File: src/rtl/sram_port_arbiter.sv
// Two-port arbiter in front of a single-port synchronous SRAM: port 0 has priority,
// port 1 is guaranteed a slot after STARVE_MAX consecutive port-0 wins.
module sram_port_arbiter #(
  parameter int WORD_SIZE  = 8,
  parameter int ADDR_SIZE  = 8,
  parameter int STARVE_MAX = 4
) (
  input  logic                 clk,
  input  logic                 rst,
  input  logic                 req0,
  input  logic                 req1,
  input  logic                 we0,
  input  logic                 we1,
  input  logic [ADDR_SIZE-1:0] addr0,
  input  logic [ADDR_SIZE-1:0] addr1,
  input  logic [WORD_SIZE-1:0] wdata0,
  input  logic [WORD_SIZE-1:0] wdata1,
  output logic                 gnt0,
  output logic                 gnt1,
  output logic                 rvalid0,
  output logic                 rvalid1,
  output logic [WORD_SIZE-1:0] rdata,
  output logic                 mem_en,
  output logic                 mem_we,
  output logic [ADDR_SIZE-1:0] mem_addr,
  output logic [WORD_SIZE-1:0] mem_wdata,
  input  logic [WORD_SIZE-1:0] mem_rdata
);

  // One spare code keeps the counter at least one bit wide even for STARVE_MAX = 0.
  localparam int CW = $clog2(STARVE_MAX + 2);

  logic [CW-1:0]        starve_cnt;
  logic                 starved;
  logic                 xfer0, xfer1, xfer;
  logic                 sel_we;
  logic [ADDR_SIZE-1:0] sel_addr;
  logic [WORD_SIZE-1:0] sel_wdata;
  logic                 rd_s1;
  logic                 port_s1;

  assign starved = (starve_cnt == CW'(STARVE_MAX));

  // NOTE: every combinational output gets a default first so no path can infer a latch.
  always_comb begin
    gnt0 = 1'b0;
    gnt1 = 1'b0;
    if (!rst) begin
      if (req1 && (!req0 || starved)) gnt1 = 1'b1;
      else if (req0)                  gnt0 = 1'b1;
    end
  end

  assign xfer0 = req0 & gnt0;
  assign xfer1 = req1 & gnt1;
  assign xfer  = xfer0 | xfer1;

  assign sel_we    = xfer1 ? we1    : we0;
  assign sel_addr  = xfer1 ? addr1  : addr0;
  assign sel_wdata = xfer1 ? wdata1 : wdata0;

  // The SRAM returns data one cycle after the strobe, which lines up with rvalid.
  assign rdata = mem_rdata;

  // NOTE: all state uses non-blocking assignments so every register samples pre-edge values.
  always_ff @(posedge clk) begin
    if (rst) begin
      mem_en     <= 1'b0;
      mem_we     <= 1'b0;
      mem_addr   <= '0;
      mem_wdata  <= '0;
      rd_s1      <= 1'b0;
      port_s1    <= 1'b0;
      rvalid0    <= 1'b0;
      rvalid1    <= 1'b0;
      starve_cnt <= '0;
    end else begin
      mem_en  <= xfer;
      mem_we  <= xfer & sel_we;
      if (xfer) begin
        mem_addr  <= sel_addr;
        mem_wdata <= sel_wdata;
      end

      // Read tag travels with the strobe, then becomes the per-port valid.
      rd_s1   <= xfer & ~sel_we;
      port_s1 <= xfer1;
      rvalid0 <= rd_s1 & ~port_s1;
      rvalid1 <= rd_s1 &  port_s1;

      if (!req1 || xfer1)          starve_cnt <= '0;
      else if (xfer0 && !starved)  starve_cnt <= starve_cnt + CW'(1);
    end
  end

endmodule

File: config.mk
export PLATFORM = sky130hd
export DESIGN_NAME = sram_port_arbiter
export DESIGN_NICKNAME = d
export VERILOG_FILES = /design/src/rtl/sram_port_arbiter.sv
export SDC_FILE = /design/constraint.sdc
export NUM_CORES = 1
export LEC_CHECK = 0
export BUFFER_PORTS_ARGS = -buffer_cell sky130_fd_sc_hd__buf_2
export CORE_AREA = 4 4 59 61
export CTS_CLUSTER_DIAMETER = 200
export DETAILED_ROUTE_END_ITERATION = 7
export DIE_AREA = 0 0 63 65
export GPL_ROUTABILITY_DRIVEN = 0
export PLACE_DENSITY = 0.75
export SKIP_LAST_GASP = 1
export SLEW_MARGIN = 0
export SYNTH_ARGS = -nofsm -noshare
export SYNTH_HDL_FRONTEND = slang
export SYNTH_SLANG_ARGS = --single-unit
File: constraint.sdc
create_clock -name clk -period 1.9 [get_ports clk]
set_input_delay 0.19 -clock clk [delete_from_list [all_inputs] [get_ports clk]]
set_output_delay 0.19 -clock clk [all_outputs]
set_load 0.01 [all_outputs]
Yosys cells after proc, flatten, opt, wreduce, memory -nomap -nowiden
Index checks and enable logic that the tools add are counted.
{"block": "totals", "ff_bits": 25}
{"block": "classes", "addsub": 1, "eq_ne": 1, "mux": 8, "bitwise": 9, "reduce_logical": 8}
{"operator": "8-bit two-way mux", "n": 2}
{"operator": "1-bit AND", "n": 6}
{"operator": "1-bit two-way mux", "n": 6}
{"operator": "3-bit by 1-bit adder with 3-bit output (second input constant)", "n": 1}
{"operator": "3-bit == test (second input constant)", "n": 1}
{"operator": "1-bit zero test", "n": 3}
{"operator": "1-bit logical AND", "n": 2}
{"operator": "1-bit logical OR", "n": 2}
{"operator": "1-bit inverter", "n": 2}
{"operator": "2-bit OR reduction", "n": 1}
{"operator": "1-bit OR", "n": 1}

Longest topological paths before layout
Gate-level depths: netlist (run 1).
{"block": "logic_depth", "ltp_word": 9, "ltp_mapped": 8}

Worst setup path before layout (run 1)
Ideal clock, no wire load.
{"block": "synth_timing", "path_kind": "reg-to-reg", "start": "reg starve_cnt[0]", "end": "reg rd_s1", "arrival_time_ps": 1353, "required_time_ps": 1841, "path_slack_ps": 488, "stages_incl_launch_ff": 9, "period_less_slack_ps": 1412, "path_cell_list": "dfxtp_1 > inv_1 > ha_1 > buf_6 > a21bo_1 > buf_4 > buf_6 > nand4b_2 > o211a_1"}
{"block": "synth_via", "elab_chain_cells": 9, "elab_cells_between_ends": 13, "cone_classes": "eq/ne: 1; mux: 5; bitwise: 5; reduce/logical: 2"}
{"item": "from (decl)", "line": "33", "text": "logic [CW-1:0] starve_cnt;"}
{"item": "from (signal assigned)", "line": "92", "text": "else if (xfer0 && !starved) starve_cnt <= starve_cnt + CW'(1);"}
{"item": "3-bit == test *", "line": "42", "text": "assign starved = (starve_cnt == CW'(STARVE_MAX));"}
{"item": "1-bit logical OR *", "line": "49", "text": "if (req1 && (!req0 || starved)) gnt1 = 1'b1;"}
{"item": "1-bit logical AND *", "line": "49"}
{"item": "1-bit two-way mux", "line": "49"}
{"item": "1-bit two-way mux", "line": "48", "text": "if (!rst) begin"}
{"item": "1-bit AND", "line": "55", "text": "assign xfer1 = req1 & gnt1;"}
{"item": "1-bit two-way mux", "line": "58", "text": "assign sel_we = xfer1 ? we1 : we0;"}
{"item": "1-bit inverter", "line": "86", "text": "rd_s1 <= xfer & ~sel_we;"}
{"item": "1-bit AND *", "line": "86"}
{"item": "to (signal assigned)", "line": "86"}
{"item": "to (decl)", "line": "39", "text": "logic rd_s1;"}
Every way passes the cells marked *; elsewhere a longest branch is shown, timed or not.
A chain may end at the register's enable or synchronous reset.

Worst setup path in the final report (run 1)
{"block": "layout_timing", "start": "reg starve_cnt[0]", "end": "out gnt0"}
{"block": "layout_via", "elab_chain_cells": 5}
{"item": "3-bit == test", "line": "42"}
{"item": "1-bit logical OR", "line": "49"}
{"item": "1-bit logical AND", "line": "49"}
{"item": "1-bit two-way mux", "line": "49"}
{"item": "1-bit two-way mux", "line": "48"}
{"item": "to (decl)", "line": "18", "text": "output logic gnt0,"}
Every way passes these cells.

==> run metrics, run 1 <==
Tcrit/Tclk final=0.903; Worst VDD drop=about 0.43 mV; share of layout cells above drive strength 1=0.417; fill count=approximately 290; synthesized area per cell=approximately 9.1 µm²; via/cell ratio=5.43; # IOs=between 70 and 80; Seq cells post-synth=25; post-layout util=0.480; Initial Utilization=0.390; Hold Path Sink=mem_addr[2]$_SDFFE_PP0P_; htree depth=1; metal3 WL=309 µm; Setup CP Type=flip-flop to primary output; Total Power=1.02 mW; hold_sp=addr1[2]; HP Class=primary input to flip-flop; Slowest-stage cell, CP=dfxtp_1; Max Fanout on Critical Path=10; Startpoint Class=flip-flop; DRC=0; clock sink count=25; clk root buf=clkbuf_4; DR WL met2=about 1.2 mm; # port buffers=slightly below 60; FMAX=between 500 and 600 MHz; DR WL/cell=13.9 µm; Cells after DPL=203; Syn-to-layout area delta=23.1%; first-pass GRT wire length=between 4 and 5 mm; starting DRC count in detailed routing=63; Pleak=about 0.66 nW; Site Rows=20; Core Region=2980 µm²; ANT nets after route=0; total global routing track utilization=0.147; layout net count=roughly 220; worst hold slack=0.120 ns; Clock transition at path regs=0.14 ns; FF-to-FF Start=starve_cnt[0]$_SDFFE_PP0P_; Setup violations, final=0; WL final=~2.9 mm; Setup WS post-layout=around 0.18 ns; DP HPWL=2.15 mm; CTS tree=done; outcome=completed; die width=approximately 63 µm; Syn Inst Count=~130; Max Transition Viols Final=0; worst path required time=roughly 1.7 ns; register area share after synthesis=0.431; DRT met1 WL=1.35 mm; Worst Path Arrival=between 1.5 and 2 ns; worst rel slew slack=0.758; CP peak stage delay=0.35 ns; vias in the first global route=around 1100; cell area after layout=around 1400 µm²; Clock Path Buffers=2; Reg2Reg Depth=6; Cell variety after synth=28; Worst Hold Depth=3; initial antenna violation count=0; post-synth net total=between 150 and 200; Hold Fails Final Rpt=0; max cap viols=0; n_diodes=0; Critical Path Sink Type=primary output; YS warnings=0; total gr overflow=0; Setup Skew=~0.0075 ns; Non-Filler Instances=approximately 210; Worst Tran Pin Value=approximately 0.36 ns; crit-path cells=inv_1, ha_2, nand3_2, nand2_1, nor2_1, buf_2; RSZ-0062 raised after global routing=false; DIE AREA=between 4000 and 5000 µm²; TritonCTS Buffers=3; DRT Pass-1 Iters=4; Die Ht=about 65 µm; largest net degree at the start of global routing=22; synthesized area=about 1200 µm²; vias after detailed routing=1130; minimum clock period=between 1.5 and 2 ns; Final TNS setup=0 ns; latest clock arrival within the worst-skew pair=roughly 0.32 ns; pwr/cell area=roughly 710 nW/µm²; top sig layer=met4; DP Area=between 1000 and 1500 µm²; pre-CTS setup slack=~0.36 ns; R2R Path End=mem_addr[0]$_SDFFE_PP0P_; Reg2Reg Setup Slack=about 0.4 ns
-- area by class of cell --
cell class / instances / area, µm² / share of cell area
tap: 33 / 41.3 / 0.0289
sequential: 25 / 500 / 0.350
clock buffer: 3 / 22.5 / 0.0158
clock inverter: 1 / 7.51 / 0.00525
inverter: 6 / 22.5 / 0.0158
timing repair buffer: 63 / 325 / 0.228
multi-input combinational: 77 / 509 / 0.356
-- state kept, by name, summed over array words and instances (netlist names) --
signal	cells
rvalid1	1
mem_en	1
mem_wdata	8
starve_cnt	3
port_s1	1
mem_addr	8
rvalid0	1
rd_s1	1
mem_we	1
-- worst max-delay path by stage --
stage	start	endpoint	slack, ns
2_1_floorplan	starve_cnt[0]$_SDFFE_PP0P_	rd_s1$_SDFF_PP0_	0.49
3_3_place_gp	starve_cnt[0]$_SDFFE_PP0P_	mem_addr[2]$_SDFFE_PP0P_	0.42
3_5_place_dp	starve_cnt[0]$_SDFFE_PP0P_	mem_addr[5]$_SDFFE_PP0P_	0.36
4_1_cts	starve_cnt[0]$_SDFFE_PP0P_	gnt1	0.06
5_1_grt	starve_cnt[0]$_SDFFE_PP0P_	gnt0	0.06
6_report	starve_cnt[0]$_SDFFE_PP0P_	gnt0	0.18
-- Yosys cell counts --
| library cell | n | area share |
|---|---|---|
| a211oi_1 | 2 | 0.013 |
| a21bo_1 | 1 | 0.0086 |
| a21boi_4 | 1 | 0.016 |
| a21oi_1 | 10 | 0.043 |
| a311oi_1 | 7 | 0.053 |
| a32oi_1 | 9 | 0.068 |
| and3b_1 | 1 | 0.0075 |
| buf_2 | 3 | 0.013 |
| buf_4 | 11 | 0.071 |
| buf_6 | 2 | 0.019 |
| clkbuf_1 | 3 | 0.0097 |
| dfxtp_1 | 25 | 0.43 |
| ha_1 | 2 | 0.022 |
| inv_1 | 4 | 0.013 |
| inv_2 | 2 | 0.0065 |
| mux2i_1 | 1 | 0.0086 |
| nand2_1 | 1 | 0.0032 |
| nand3_1 | 16 | 0.069 |
| nand3_2 | 1 | 0.0086 |
| nand3b_1 | 1 | 0.0065 |
| nand4b_2 | 1 | 0.013 |
| nor2_1 | 10 | 0.032 |
| nor3_1 | 2 | 0.0086 |
| nor3b_1 | 1 | 0.0065 |
| o211a_1 | 1 | 0.0086 |
| o21ai_0 | 1 | 0.0043 |
| o21ai_1 | 7 | 0.030 |
| o21bai_1 | 1 | 0.0065 |
-- worst max-delay path, delay by kind of cell (launching register included) --
kind	cells	cell delay (ns)
adder cells (fa/ha/maj)	1	0.26
buffers and inverters	2	0.19
flip-flops	1	0.35
AND/OR/NAND/NOR	3	0.40
-- report_power, final --
part	leakage (nW)	switching, mW	internal [mW]
Clock	0.0139	0.165	0.0805
Combinational	0.443	0.105	0.0913
Sequential	0.207	0.0152	0.558
-- what timing repair did --
action | in CTS | in global routing
hold buffers | 0 | 0
buffers inserted | 0 | 1
setup endpoints to repair | 0 | 2
gates resized for setup | 0 | 1
-- cells by family (layout without fill, tap and decap cells) --
logic type      after synthesis  count (layout)  share of synthesized area
buf+inv                      25              73                      0.133
simple gates                 34              34                      0.155
mux                           1               1                    0.00862
flops                        25              25                      0.431
fa+ha+maj                     2               2                     0.0215
compound gates               40              40                      0.251
-- cells in the final DEF (no fill, tap or decap), types with 2 or more instances in the layout --
| cell | Yosys | layout |
|---|---|---|
| a21oi_1 | 10 | 10 |
| buf_2 | 3 | 59 |
| inv_1 | 4 | 4 |
| nand3_1 | 16 | 16 |
| clkbuf_4 | 0 | 3 |
| buf_4 | 11 | 4 |
| nor2_1 | 10 | 10 |
| o21ai_1 | 7 | 7 |
| a32oi_1 | 9 | 9 |
| inv_2 | 2 | 2 |
| dfxtp_1 | 25 | 25 |
| a311oi_1 | 7 | 7 |
| nor3_1 | 2 | 2 |
| a211oi_1 | 2 | 2 |
-- layer usage --
| metal | vias up | track usage |
|---|---|---|
| met5 | - | 0 |
| met4 | 0 | 0.0441 |
| met3 | 7 | 0.0607 |
| met2 | 60 | 0.227 |
| met1 | 509 | 0.187 |
| li1 | 554 | - |
No activity file was read; power rests on OpenSTA's default activity.
==> run 2, diff against run 1 <==
==> constraint.sdc (replaced) <==
create_clock -name clk -period 1.9 [get_ports clk]
set_input_delay 0.095 -clock clk [delete_from_list [all_inputs] [get_ports clk]]
set_output_delay 0.095 -clock clk [all_outputs]
set_load 0.01 [all_outputs]
==> run metrics, run 2 (same netlist as run 1, synthesis figures left out) <==
Worst Path Arrival=between 1.5 and 2 ns; Setup Skew=~0.0063 ns; Syn-to-layout area delta=22.2%; # port buffers=around 60; DRC=0; Reg2Reg Setup Slack=roughly 0.33 ns; clk root buf=clkbuf_4; WL final=approximately 2.9 mm; vias after detailed routing=roughly 1100; first-pass GRT wire length=4.82 mm; Initial Utilization=0.390; initial antenna violation count=0; hold_sp=addr1[2]; worst hold slack=between 0.02 and 0.03 ns; CTS Hold Bufs=0; commonest non-fill, non-tap cell in the layout=buf_2; share of layout cells above drive strength 1=0.408; ANT nets after route=0; Worst Hold Depth=3; Site Rows=20; total global routing track utilization=0.147; Clock transition at path regs=between 0.1 and 0.15 ns; R2R Path End=mem_addr[0]$_SDFFE_PP0P_; max cap viols=0; Setup CP Type=flip-flop to primary output; DRT Pass-1 Iters=4; Clock Path Buffers=2; post_cts resized=0; via/cell ratio=between 5 and 6; Pleak=between 0.6 and 0.7 nW; Final TNS setup=0 ns; post-layout util=0.476; outcome=completed; metal3 WL=between 300 and 400 µm; minimum clock period=1.73 ns; Max Transition Viols Final=0; top sig layer=met4; biggest regs=mem_addr: 8 flops, mem_wdata: 8 flops, starve_cnt: 3 flops; post-CTS setup buffer count=0; Reg2Reg Depth=6; largest net degree at the start of global routing=22; htree depth=1; latest clock arrival within the worst-skew pair=~0.32 ns; n_diodes=0; CTS tree=done; Die Ht=between 60 and 70 µm; clock sink count=25; commonest non-fill, non-tap cells in the layout=buf_2, dfxtp_1, nand3_1; pwr/cell area=around 710 nW/µm²; Startpoint Class=flip-flop; Hold Path Sink=mem_addr[2]$_SDFFE_PP0P_; FF-to-FF Start=starve_cnt[0]$_SDFFE_PP0P_; Worst Tran Pin Value=0.360 ns; DP HPWL=roughly 2.2 mm; DR WL met2=1.17 mm; Hold Fails Final Rpt=0; Tcrit/Tclk final=0.911; Setup violations, final=0; TritonCTS Buffers=3; vias in the first global route=about 1100; worst path required time=between 1.5 and 2 ns; DIE AREA=between 4000 and 5000 µm²; Worst VDD drop=between 0.4 and 0.5 mV; total gr overflow=0; HP Class=primary input to flip-flop; die width=~63 µm; FMAX=approximately 580 MHz; Max Fanout on Critical Path=10; layout net count=approximately 220; starting DRC count in detailed routing=47; DRT met1 WL=between 1 and 1.5 mm; # IOs=76; worst rel slew slack=0.760; DR WL/cell=13.8 µm; Critical Path Sink Type=primary output; Core Region=a little under 3000 µm²; RSZ-0062 raised after global routing=false
## run 2: stage by stage
step	setup slack, ns	area [µm²]	power [mW]	instances
finish	0.169	1420	1.01	207
global route	0.0373	1420	1.08	207
CTS	0.151	1420	1.03	207
detailed placement	0.357	1390	0.780	203
global placement	0.421	1390	0.780	203
floorplan	0.488	1160	0.713	127
## run 2: where the power goes
part	switching [mW]	internal, mW	leakage [nW]
clock network	0.164	0.0805	0.0139
logic	0.104	0.0896	0.439
registers	0.0153	0.558	0.207
total	0.283	0.728	0.660
## run 2: layout make-up
class	count	area, µm²
flip-flops and latches	25	500
well taps	33	41.3
clock buffers	3	22.5
fillers	295	1560
clock inverters	1	7.51
inverters	6	22.5
repair buffers	62	318
multi-input cells	77	507
## run 2: worst max path at each step
| stage | start | to | slack [ns] | cells past startpoint |
|---|---|---|---|---|
| 6_report | starve_cnt[0]$_SDFFE_PP0P_ | gnt1 | 0.17 | 5 |
| 3_5_place_dp | starve_cnt[0]$_SDFFE_PP0P_ | mem_addr[5]$_SDFFE_PP0P_ | 0.36 | 6 |
| 2_1_floorplan | starve_cnt[0]$_SDFFE_PP0P_ | rd_s1$_SDFF_PP0_ | 0.49 | 8 |
| 3_3_place_gp | starve_cnt[0]$_SDFFE_PP0P_ | mem_addr[2]$_SDFFE_PP0P_ | 0.42 | 6 |
| 4_1_cts | starve_cnt[0]$_SDFFE_PP0P_ | gnt1 | 0.15 | 5 |
| 5_1_grt | starve_cnt[0]$_SDFFE_PP0P_ | gnt1 | 0.04 | 5 |
## run 2: critical path, cell delays in order, from the launching register on
cell and delay [ns]:
dfxtp_1 0.38, inv_1 0.05, ha_1 0.30, a21boi_4 0.32, nor3_1 0.10, buf_2 0.15
## run 2: per-layer routing
layer / GRT usage / vias up
li1: - / 553
met5: 0 / -
met2: 0.227 / 59
met1: 0.187 / 489
met3: 0.0607 / 7
met4: 0.0441 / 0
